<file path="src/rtl/dirctrl_apb_arbiter.sv">
// Two-requester round-robin front end driving a single APB master port.
// Each grant runs one SETUP/ACCESS transfer; a stalled ACCESS aborts with an error after TIMEOUT cycles.
module dirctrl_apb_arbiter #(
    parameter int unsigned TIMEOUT   = 16,
    parameter logic [31:0] ADDR_BASE = 32'h0000_0000
) (
    input  logic        clock,
    input  logic        rst_n,
    input  logic        req0_valid,
    input  logic        req0_write,
    input  logic [7:0]  req0_addr,
    input  logic [31:0] req0_wdata,
    output logic        req0_ready,
    output logic        req0_done,
    output logic [31:0] req0_rdata,
    output logic        req0_err,
    input  logic        req1_valid,
    input  logic        req1_write,
    input  logic [7:0]  req1_addr,
    input  logic [31:0] req1_wdata,
    output logic        req1_ready,
    output logic        req1_done,
    output logic [31:0] req1_rdata,
    output logic        req1_err,
    output logic [31:0] apb_addr,
    output logic        apb_sel,
    output logic        apb_ena,
    output logic        apb_write,
    output logic [31:0] apb_wdata,
    output logic [3:0]  apb_pstb,
    input  logic [31:0] apb_rdata,
    input  logic        apb_rready
);
    typedef enum logic [1:0] {IDLE = 2'd0, SETUP = 2'd1, ACCESS = 2'd2} state_t;

    state_t      state, state_next;
    logic        last_grant, cur_id, pick, any_valid, grant;
    logic        complete, abort, finish;
    logic        sel_write;
    logic [7:0]  acc_cnt;

    assign any_valid = req0_valid | req1_valid;
    // Contested: the requester not granted last time wins. Uncontested: the lone requester wins.
    assign pick      = (req0_valid && req1_valid) ? ~last_grant : req1_valid;
    assign sel_write = pick ? req1_write : req0_write;
    assign complete  = (state == ACCESS) && apb_rready;
    assign abort     = (state == ACCESS) && !apb_rready && (acc_cnt == 8'(TIMEOUT - 1));
    assign finish    = complete || abort;

    // NOTE: sequential state uses non-blocking assignments so every flop samples pre-edge values.
    always_ff @(posedge clock or negedge rst_n) begin
        if (!rst_n) state <= IDLE;
        else        state <= state_next;
    end

    // NOTE: each combinational output gets a default first, so no path can infer a latch.
    always_comb begin
        state_next = state;
        case (state)
            IDLE:    if (any_valid) state_next = SETUP;
            SETUP:   state_next = ACCESS;
            ACCESS:  if (finish) state_next = IDLE;
            default: state_next = IDLE;
        endcase
    end

    always_comb begin
        grant   = 1'b0;
        apb_sel = 1'b0;
        apb_ena = 1'b0;
        case (state)
            IDLE:   grant = rst_n && any_valid;
            SETUP:  apb_sel = 1'b1;
            ACCESS: begin
                apb_sel = 1'b1;
                apb_ena = 1'b1;
            end
            default: ;
        endcase
    end

    assign req0_ready = grant && !pick;
    assign req1_ready = grant && pick;

    // Request fields are latched at grant and left untouched until the next grant.
    always_ff @(posedge clock or negedge rst_n) begin
        if (!rst_n) begin
            last_grant <= 1'b1;
            cur_id     <= 1'b0;
            apb_write  <= 1'b0;
            apb_addr   <= 32'h0;
            apb_wdata  <= 32'h0;
            apb_pstb   <= 4'h0;
        end else if (grant) begin
            last_grant <= pick;
            cur_id     <= pick;
            apb_write  <= sel_write;
            apb_addr   <= ADDR_BASE | {24'h0, (pick ? req1_addr : req0_addr)};
            apb_wdata  <= pick ? req1_wdata : req0_wdata;
            apb_pstb   <= sel_write ? 4'hF : 4'h0;
        end
    end

    always_ff @(posedge clock or negedge rst_n) begin
        if (!rst_n)                 acc_cnt <= 8'h0;
        else if (state == SETUP)    acc_cnt <= 8'h0;
        else if (state == ACCESS)   acc_cnt <= acc_cnt + 8'd1;
    end

    always_ff @(posedge clock or negedge rst_n) begin
        if (!rst_n) begin
            req0_done  <= 1'b0;
            req1_done  <= 1'b0;
            req0_err   <= 1'b0;
            req1_err   <= 1'b0;
            req0_rdata <= 32'h0;
            req1_rdata <= 32'h0;
        end else begin
            req0_done <= finish && !cur_id;
            req1_done <= finish && cur_id;
            if (finish && !cur_id) begin
                req0_err <= abort;
                if (abort)           req0_rdata <= 32'h0;
                else if (!apb_write) req0_rdata <= apb_rdata;
            end
            if (finish && cur_id) begin
                req1_err <= abort;
                if (abort)           req1_rdata <= 32'h0;
                else if (!apb_write) req1_rdata <= apb_rdata;
            end
        end
    end
endmodule
</file>
<file path="config.mk">
export PLATFORM = sky130hd
export DESIGN_NAME = dirctrl_apb_arbiter
export DESIGN_NICKNAME = d
export VERILOG_FILES = /design/src/rtl/dirctrl_apb_arbiter.sv
export SDC_FILE = /design/constraint.sdc
export NUM_CORES = 1
export LEC_CHECK = 0
export ABC_AREA = 1
export BUFFER_PORTS_ARGS = -buffer_cell sky130_fd_sc_hd__clkbuf_2
export CAP_MARGIN = 10
export CORE_ASPECT_RATIO = 1.4
export CORE_MARGIN = 8
export CORE_UTILIZATION = 40
export DETAILED_ROUTE_END_ITERATION = 8
export MAX_ROUTING_LAYER = met4
export PLACE_DENSITY = 0.72
export SYNTH_ARGS = -nofsm -noshare
export SYNTH_HDL_FRONTEND = slang
export SYNTH_SLANG_ARGS = --single-unit
export TNS_END_PERCENT = 100
</file>
<file path="constraint.sdc">
create_clock -name clock -period 3.6 [get_ports clock]
set_clock_uncertainty 0.1 [all_clocks]
set_input_delay 0.36 -clock clock [delete_from_list [all_inputs] [get_ports clock]]
set_output_delay 0.36 -clock clock [all_outputs]
set_load 0.02 [all_outputs]
</file>
# Word level (Yosys, flattened, before mapping)
# Cells that the tools add are included.
totals:
  regBits: 125
  input_bits: 119
classes:
  addsub: 1
  n_eq_ne: 6
  n_mux: 15
  n_bitwise: 2
  reduce_logical: 19
op_table:
  columns: ["cell", "count"]
  rows:
  - ["$mux W32", 3]
  - ["$mux W8", 3]
  - ["$logic_and A1 B1 Y1", 9]
  - ["$add A8 B1 Y8 const B", 1]
  - ["$eq A8 B4 Y1 const B", 1]
  - ["$pmux W2 S3", 1]
  - ["$reduce_and A2 Y1", 3]
  - ["$mux W1", 5]
  - ["$mux W2", 2]
  - ["$mux W4", 1]
  - ["$ne A2 B2 Y1 const B", 2]
  - ["$logic_not A1 Y1", 3]
  - ["$eq A2 B1 Y1 const B", 1]
  - ["$eq A2 B2 Y1 const B", 1]
  - ["$logic_not A2 Y1", 1]
  - ["$ne A2 B1 Y1 const B", 1]
  - ["$reduce_bool A2 Y1", 1]
  - ["$reduce_or A2 Y1", 1]
  - ["$logic_or A1 B1 Y1", 1]
  - ["$not A1 Y1", 1]
  - ["$or A1 B1 Y1", 1]

# Depth between registers and ports, before layout
# Gate-level depths: netlist of run 1.
logic_depth:
  ltp_word: 6
  ltp_mapped: 10
  mapped_depth_nobuf: 9

# Least setup slack after synthesis of run 1
# Ideal clock, no wire load.
synth_timing:
  path_type: "register -> register"
  start: "reg state[0]"
  end: "reg req0_rdata[0]"
  t_arrival_ps: 1600
  required_ps: 3382
  path_slack_ps: 1781
  path_stages_with_launch: 11
  n_path_buf: 1
  path_cell_list: "dfrtp_1 > inv_1 > ha_1 > nand2_1 > nor2_2 > nand3_4 > nand2_4 > nand3_2 > buf_2 > nand2_1 > nand2_1"
synth_between:
  elab_chain_cells: 6
  word_cells_on_any_way: 9
synth_rtl:
  columns: ["element", "line", "text"]
  rows:
  - ["start: declaration", "36", "state_t state, state_next;"]
  - ["start signal: assignment", "53", "else state <= state_next;"]
  - ["$eq A2 B2 Y1 *", "46, 47", null]
  - ["$logic_and A1 B1 Y1 (2 in series)", "47", "assign abort = (state == ACCESS) && !apb_rready && (acc_cnt == 8'(TIMEOUT - 1));"]
  - ["$logic_or A1 B1 Y1", "48", "assign finish = complete || abort;"]
  - ["$logic_and A1 B1 Y1", "121", "if (finish && !cur_id) begin"]
  - ["$reduce_and A2 Y1 (no line)", null, null]
  - ["end signal: assignment", "124", "else if (!apb_write) req0_rdata <= apb_rdata;"]
  - ["end: declaration", "15", "output logic [31:0] req0_rdata,"]
# Mark *: on every way between the ends. The rest lies on a longest branch, timed or not.
# A chain may end at the register's enable or synchronous reset.

# Worst setup path in the final report of run 1
layout_timing:
  start: "reg state[0]"
  end: "out req1_ready"
layout_between:
  elab_chain_cells: 3
layout_rtl:
  columns: ["element", "line", "text"]
  rows:
  - ["$logic_not A2 Y1", "71", "case (state)"]
  - ["$mux W1", "71", null]
  - ["$logic_and A1 B1 Y1", "83", "assign req1_ready = grant && pick;"]
  - ["end: declaration", "21", "output logic req1_ready,"]
# No other way between the ends.

==> results of run 1 <==
[Yosys cell counts (5+ instances only)]
cell type  count  area share, %
a21boi_0      19            2.5
nand3_1       48            4.1
inv_1         18            1.2
buf_4         28            3.6
clkbuf_1      13           0.84
nor2_1        10           0.65
dfrtp_1      120             52
nor3_1         5           0.43
nand2_1      279             18
buf_2         21            1.8
a21boi_1      14            1.8
o21ai_0        6           0.52
buf_6         12            2.3
nand4_1       66            7.1
[how the worst max path moves through the flow]
stage               cells past startpoint             to  startpoint  slack [ns]
floorplan                              10  req0_rdata[0]    state[0]        1.78
global placement                        8     req1_ready    state[0]        1.09
detailed placement                      8     req1_ready    state[0]        1.09
CTS                                     8     req1_ready    state[0]        0.64
global route                            8     req1_ready    state[0]        0.42
finish                                  8     req1_ready    state[0]        0.66
[layer usage]
layer / up-vias / global-route usage (%) / part of all wire, %
met5: - / - / 0
met4: 0 / 8.935 / 2.8
met3: 32 / 6.281 / 6.5
met2: 221 / 31.28 / 50
met1: 2533 / 21.50 / 41
li1: 2618 / - / -
[report_power, final]
part / internal (uW) / switching [uW] / total (uW)
combinational: 855 / 1960 / 2820
sequential: 1960 / 364 / 2330
clock: 1040 / 597 / 1640
total: 3860 / 2930 / 6780
[cells in the final DEF (no fill, tap or decap), types with 7 or more instances in the layout]
master,n
a21boi_0,19
a21boi_1,14
buf_4,11
clkbuf_16,17
clkbuf_2,234
conb_1,24
dfrtp_1,120
inv_1,18
nand2_1,279
nand3_1,48
nand4_1,66
nor2_1,7
[cell families (layout without fill, tap and decap cells)]
logic type,count (synthesis),after routing
AO/OA/AOI/OAI,44,44
adder cells (fa/ha/maj),4,4
buffers and inverters,97,299
flip-flops,121,121
other,1,24
AND/OR/NAND/NOR,415,415
[worst min-delay path: stages]
cell and delay, ns:
clkbuf_2 0.07, nand2_1 0.04, nand3_1 0.05
[flip-flops by register name, summed over array words and instances, names as in the netlist]
signal	count
apb_wdata	32
req0_rdata	32
req1_rdata	32
acc_cnt	8
apb_addr	8
state	2
apb_pstb	1
cur_id	1
last_grant	1
req0_done	1
req0_err	1
req1_done	1
req1_err	1
[final cells by class]
type,count,share of cell area [%]
clock buffer,21,6.166
multi-input combinational,487,30.68
clock inverter,9,1.340
timing repair buffer,246,16.92
sequential,121,40.57
inverter,23,1.156
tap,189,3.167
[per-stage QoR]
stage | power [uW] | setup WS [ns] | util, %
after floorplan | 4238 | 1.781 | -
after global placement | 5156 | 1.091 | 48.18
after detailed placement | 5196 | 1.085 | 48.18
after CTS | 6867 | 0.6353 | 52.17
after global routing | 7245 | 0.4200 | 52.17
final | 6784 | 0.6555 | 52.17
==> results.json, run 1 <==
{
  "vias": 5404,
  "cts_made_buffers": 17,
  "clkSinkCount": 121,
  "grt_pass1_vias": 5615,
  "viasPerCell": 4.931,
  "cp-start-kind": "flip-flop",
  "cts_hold_buf": 1,
  "fillers": 1413,
  "dieWidth_um": 117.9,
  "worst_pin_slew_ns": 1.082,
  "p_leak_uw": 0.004179,
  "gp_congestion": 0.8098,
  "ys_ff_latch": 121,
  "timing.setup.tns_ns": 0,
  "fin_crit_ns": 2.944,
  "grt_usage_pct": 19.31,
  "cts_root_buf": "clkbuf_16",
  "avgSynthCellArea_sq_um": 8.522,
  "stdcell_count": 1096,
  "final_max_slew_viol_count": 0,
  "grt_max_degree": 85,
  "max_freq_mhz": 339.6,
  "slowest_delay_ns": 0.52,
  "final_antenna_net_count": 0,
  "cts-htree-levels": 4,
  "path_common_cell": "inv_1",
  "cts_setup_buffers": 0,
  "clkLatencyLatePin_ns": 0.40,
  "detail_route.wl_per_cell_um": 16.05,
  "cp_num_buf_inv": 5,
  "routed_wl_um": 17590,
  "port_buffers": 235,
  "worstPathCellList": "inv_1 > ha_1 > nand3_2 > buf_4 > inv_1 > nand2_1 > inv_2 > clkbuf_2",
  "critPathArrivalTime_ns": 2.48,
  "path_clk_slew_ns": 0.06,
  "seq_area_sq_mm": 0.003029,
  "synth-xor-area-share_pct": 0,
  "rsz0062_at_grt": "no",
  "hpwl_um": 12390,
  "crit_family": "buffers and inverters",
  "endpoint_kind": "output port",
  "cts_buffer_depth": 2,
  "syn_inst": 682,
  "r2r_start": "state[0]",
  "powerDensity_mw_per_mm2": 908.5,
  "drt_pre_antenna_iters": 4,
  "cpMaxStageDelayCell": "inv_2",
  "dieArea_sq_mm": 0.01870,
  "initial_utilization_pct": 40.60,
  "multi_input_area_sq_mm": 0.002291,
  "overflow": 0,
  "setup_viol": 0,
  "ys_types": 25,
  "status": "complete, no violations",
  "syn_area_sq_mm": 0.005812,
  "fin_hold_ws_ns": 0.05870,
  "synth_top_family_by_area": "simple AND/OR/NAND/NOR gates",
  "synth_edf_count": 0,
  "yosysSeqAreaShare_pct": 52.12,
  "dp_cells": 1065,
  "drc": 0,
  "final_area_sq_mm": 0.007467,
  "cp_max_fo": 44,
  "min_from": "req1_wdata[25]",
  "synth_compound_area_share_pct": 5.231,
  "ioPinCount": 260,
  "ys_warn_count": 0,
  "first_iter_violations": 259,
  "fin_crit_sh_pct": 81.79,
  "die_h_um": 158.6,
  "finalNetCount": 1019,
  "synthSimpleGateAreaFrac_pct": 31.65,
  "num_rows": 52,
  "worstSetupPathType": "flip-flop to output port",
  "postCtsResizedCells": 0,
  "place_area_sq_mm": 0.006897,
  "synth_top_flop_cell": "dfrtp_1",
  "vdd_drop_max_mv": 0.4427,
  "synthAdderAreaFrac_pct": 0.8611,
  "final_hold_viol_count": 0,
  "worstPathRequired_ns": 3.14,
  "diodes": 0,
  "r2r_slack_ns": 1.23,
  "antenna_found_initial": 0,
  "min_path_type": "input port to flip-flop",
  "hold_end": "apb_wdata[25]",
  "drive_above_1_share_pct": 31.64,
  "cap_viol_max_count": 0,
  "grt_first_pass_wirelength_um": 28210,
  "synth-async-reset-ratio_pct": 100.0,
  "synth.area.mux_share_pct": 0,
  "cts_tree": "built",
  "core_area_sq_mm": 0.01431,
  "max_slew_margin_pct": 27.86,
  "hold_depth": 3,
  "area_growth_pct": 28.48,
  "rr_worst_depth": 8,
  "r2r-end": "apb_addr[4]"
}
No activity file was read; power rests on OpenSTA's default activity.
==> inputs of run 2 (changes only) <==
==> constraint.sdc (replaced) <==
create_clock -name clock -period 3 [get_ports clock]
set_clock_uncertainty 0.1 [all_clocks]
set_input_delay 0.3 -clock clock [delete_from_list [all_inputs] [get_ports clock]]
set_output_delay 0.3 -clock clock [all_outputs]
set_load 0.02 [all_outputs]
==> results.json, run 2 (synthesized netlist as in run 1, its figures left out) <==
{
  "cts_setup_buffers": 0,
  "grt_usage_pct": 20.00,
  "worstPathRequired_ns": 3.18,
  "overflow": 0,
  "routed_wl_um": 18160,
  "final_hold_viol_count": 0,
  "cts_root_buf": "clkbuf_16",
  "switching_share_pct": 43.35,
  "power.switching_uw": 3498,
  "hold_depth": 3,
  "fin_util_pct": 54.33,
  "cts_made_buffers": 17,
  "finalNetCount": 1054,
  "dp_cells": 1068,
  "fin_crit_sh_pct": 87.91,
  "viasPerCell": 4.851,
  "timing.setup.tns_ns": 0,
  "dieArea_sq_mm": 0.01870,
  "diodes": 0,
  "largest_registers": "apb_wdata x32, req0_rdata x32, req1_rdata x32",
  "area_growth_pct": 33.80,
  "worst_pin_slew_ns": 1.044,
  "cts_tree": "built",
  "drc": 0,
  "rr_worst_depth": 11,
  "crit_family": "buffers and inverters",
  "hold_end": "apb_wdata[15]",
  "fillers": 1352,
  "first_iter_violations": 344,
  "port_buffers": 235,
  "core_area_sq_mm": 0.01431,
  "drt_pre_antenna_iters": 5,
  "vdd_drop_max_mv": 0.4288,
  "hpwl_um": 12420,
  "vias": 5486,
  "ioPinCount": 260,
  "setup_ws_ns": 0.3626,
  "rsz0062_at_grt": "no",
  "layout.cells.most_common": "nand2_1",
  "min_from": "req1_wdata[15]",
  "pwr-share-comb_pct": 42.4,
  "cp-start-kind": "flip-flop",
  "clkLatencyLatePin_ns": 0.39,
  "cts_buffer_depth": 2,
  "dieWidth_um": 117.9,
  "cp_max_fo": 44,
  "clkSinkCount": 121,
  "critPathLaunch": "state[0]",
  "fin_hold_ws_ns": 0.01360,
  "max_slew_margin_pct": 30.43,
  "status": "complete, no violations",
  "final_antenna_net_count": 0,
  "cap_viol_max_count": 0,
  "seqPwrFrac_pct": 34.9,
  "initial_utilization_pct": 40.60,
  "path_clk_slew_ns": 0.06,
  "worstPathCellList": "inv_1 > ha_1 > nand3_2 > buf_4 > inv_1 > nand2_1 > inv_2 > buf_4 > nand2_1 > nand3_1 > dlygate4sd3_1",
  "final_max_slew_viol_count": 0,
  "grt_first_pass_wirelength_um": 29100,
  "stdcell_count": 1131,
  "detail_route.wl_per_cell_um": 16.06,
  "r2r-end": "apb_wdata[3]",
  "endpoint_kind": "flip-flop",
  "r2r_slack_ns": 0.36,
  "cp_num_buf_inv": 6,
  "die_h_um": 158.6,
  "powerDensity_mw_per_mm2": 1038,
  "r2r_start": "state[0]",
  "grt_max_degree": 83,
  "final_cell_mix": "nand2_1, clkbuf_2, dfrtp_1",
  "dp_worst_setup_slack_ns": 0.7379,
  "antenna_found_initial": 0,
  "gp_congestion": 0.8183,
  "drive_above_1_share_pct": 30.79,
  "p_leak_uw": 0.004315,
  "max_freq_mhz": 379.2,
  "critPathArrivalTime_ns": 2.82,
  "cts_hold_buf": 33,
  "min_path_type": "input port to flip-flop",
  "cpMaxStageDelayCell": "dlygate4sd3_1",
  "fin_crit_ns": 2.637,
  "setup_viol": 0,
  "worstSetupPathType": "flip-flop to flip-flop",
  "cts-htree-levels": 4,
  "slowest_delay_ns": 0.56,
  "postCtsResizedCells": 0,
  "power_frac_clock_pct": 22.8,
  "p_int_uw": 4571,
  "num_rows": 52,
  "grt_pass1_vias": 5673
}
-- run 2: through the flow --
| step | total power [uW] | instance area (sq um) |
|---|---|---|
| detailed placement | 6226 | 6919 |
| CTS | 8170 | 7776 |
| floorplan | 5085 | 5898 |
| global placement | 6195 | 6919 |
| finish | 8068 | 7776 |
| global route | 8652 | 7776 |
-- run 2: power groups by stage --
stage | Combinational [uW] | Sequential (uW) | Clock [uW]
floorplan | 1510 | 3570 | 0
global placement | 3370 | 2830 | 0
detailed placement | 3420 | 2810 | 0
CTS | 3470 | 2820 | 1880
global route | 3770 | 2910 | 1970
finish | 3420 | 2810 | 1840
-- run 2: routing by layer --
| metal | vias up | routed length (um) | GRT usage, % |
|---|---|---|---|
| met5 | - | 0 | - |
| met4 | 0 | 175 | 5.569 |
| met3 | 14 | 1346 | 6.139 |
| met2 | 225 | 9461 | 34.50 |
| met1 | 2560 | 7175 | 22.10 |
| li1 | 2687 | - | - |
-- run 2: worst max path at each step --
stage / to / slack (ns) / depth (start not counted)
global route: apb_wdata[9] / 0.12 / 11
finish: apb_wdata[3] / 0.36 / 11
floorplan: req0_rdata[0] / 1.18 / 10
CTS: apb_wdata[9] / 0.37 / 11
global placement: req0_rdata[6] / 0.84 / 10
detailed placement: req0_rdata[31] / 0.74 / 10
-- run 2: layout make-up --
class | instances | area, sq um | share of cell area [%]
clock inverters | 10 | 80.08 | 1.030
multi-input cells | 487 | 2291 | 29.46
flip-flops and latches | 121 | 3029 | 38.95
clock buffers | 20 | 446.7 | 5.744
repair buffers | 281 | 1607 | 20.66
inverters | 23 | 86.33 | 1.110
well taps | 189 | 236.5 | 3.041
-- run 2: worst reg2reg max path, cell delays in order, from the launching register on --
cell,delay [ns]
dfrtp_1,0.36
inv_1,0.07
ha_1,0.23
nand3_2,0.08
buf_4,0.40
inv_1,0.11
nand2_1,0.12
inv_2,0.05
buf_4,0.26
nand2_1,0.12
nand3_1,0.07
dlygate4sd3_1,0.56
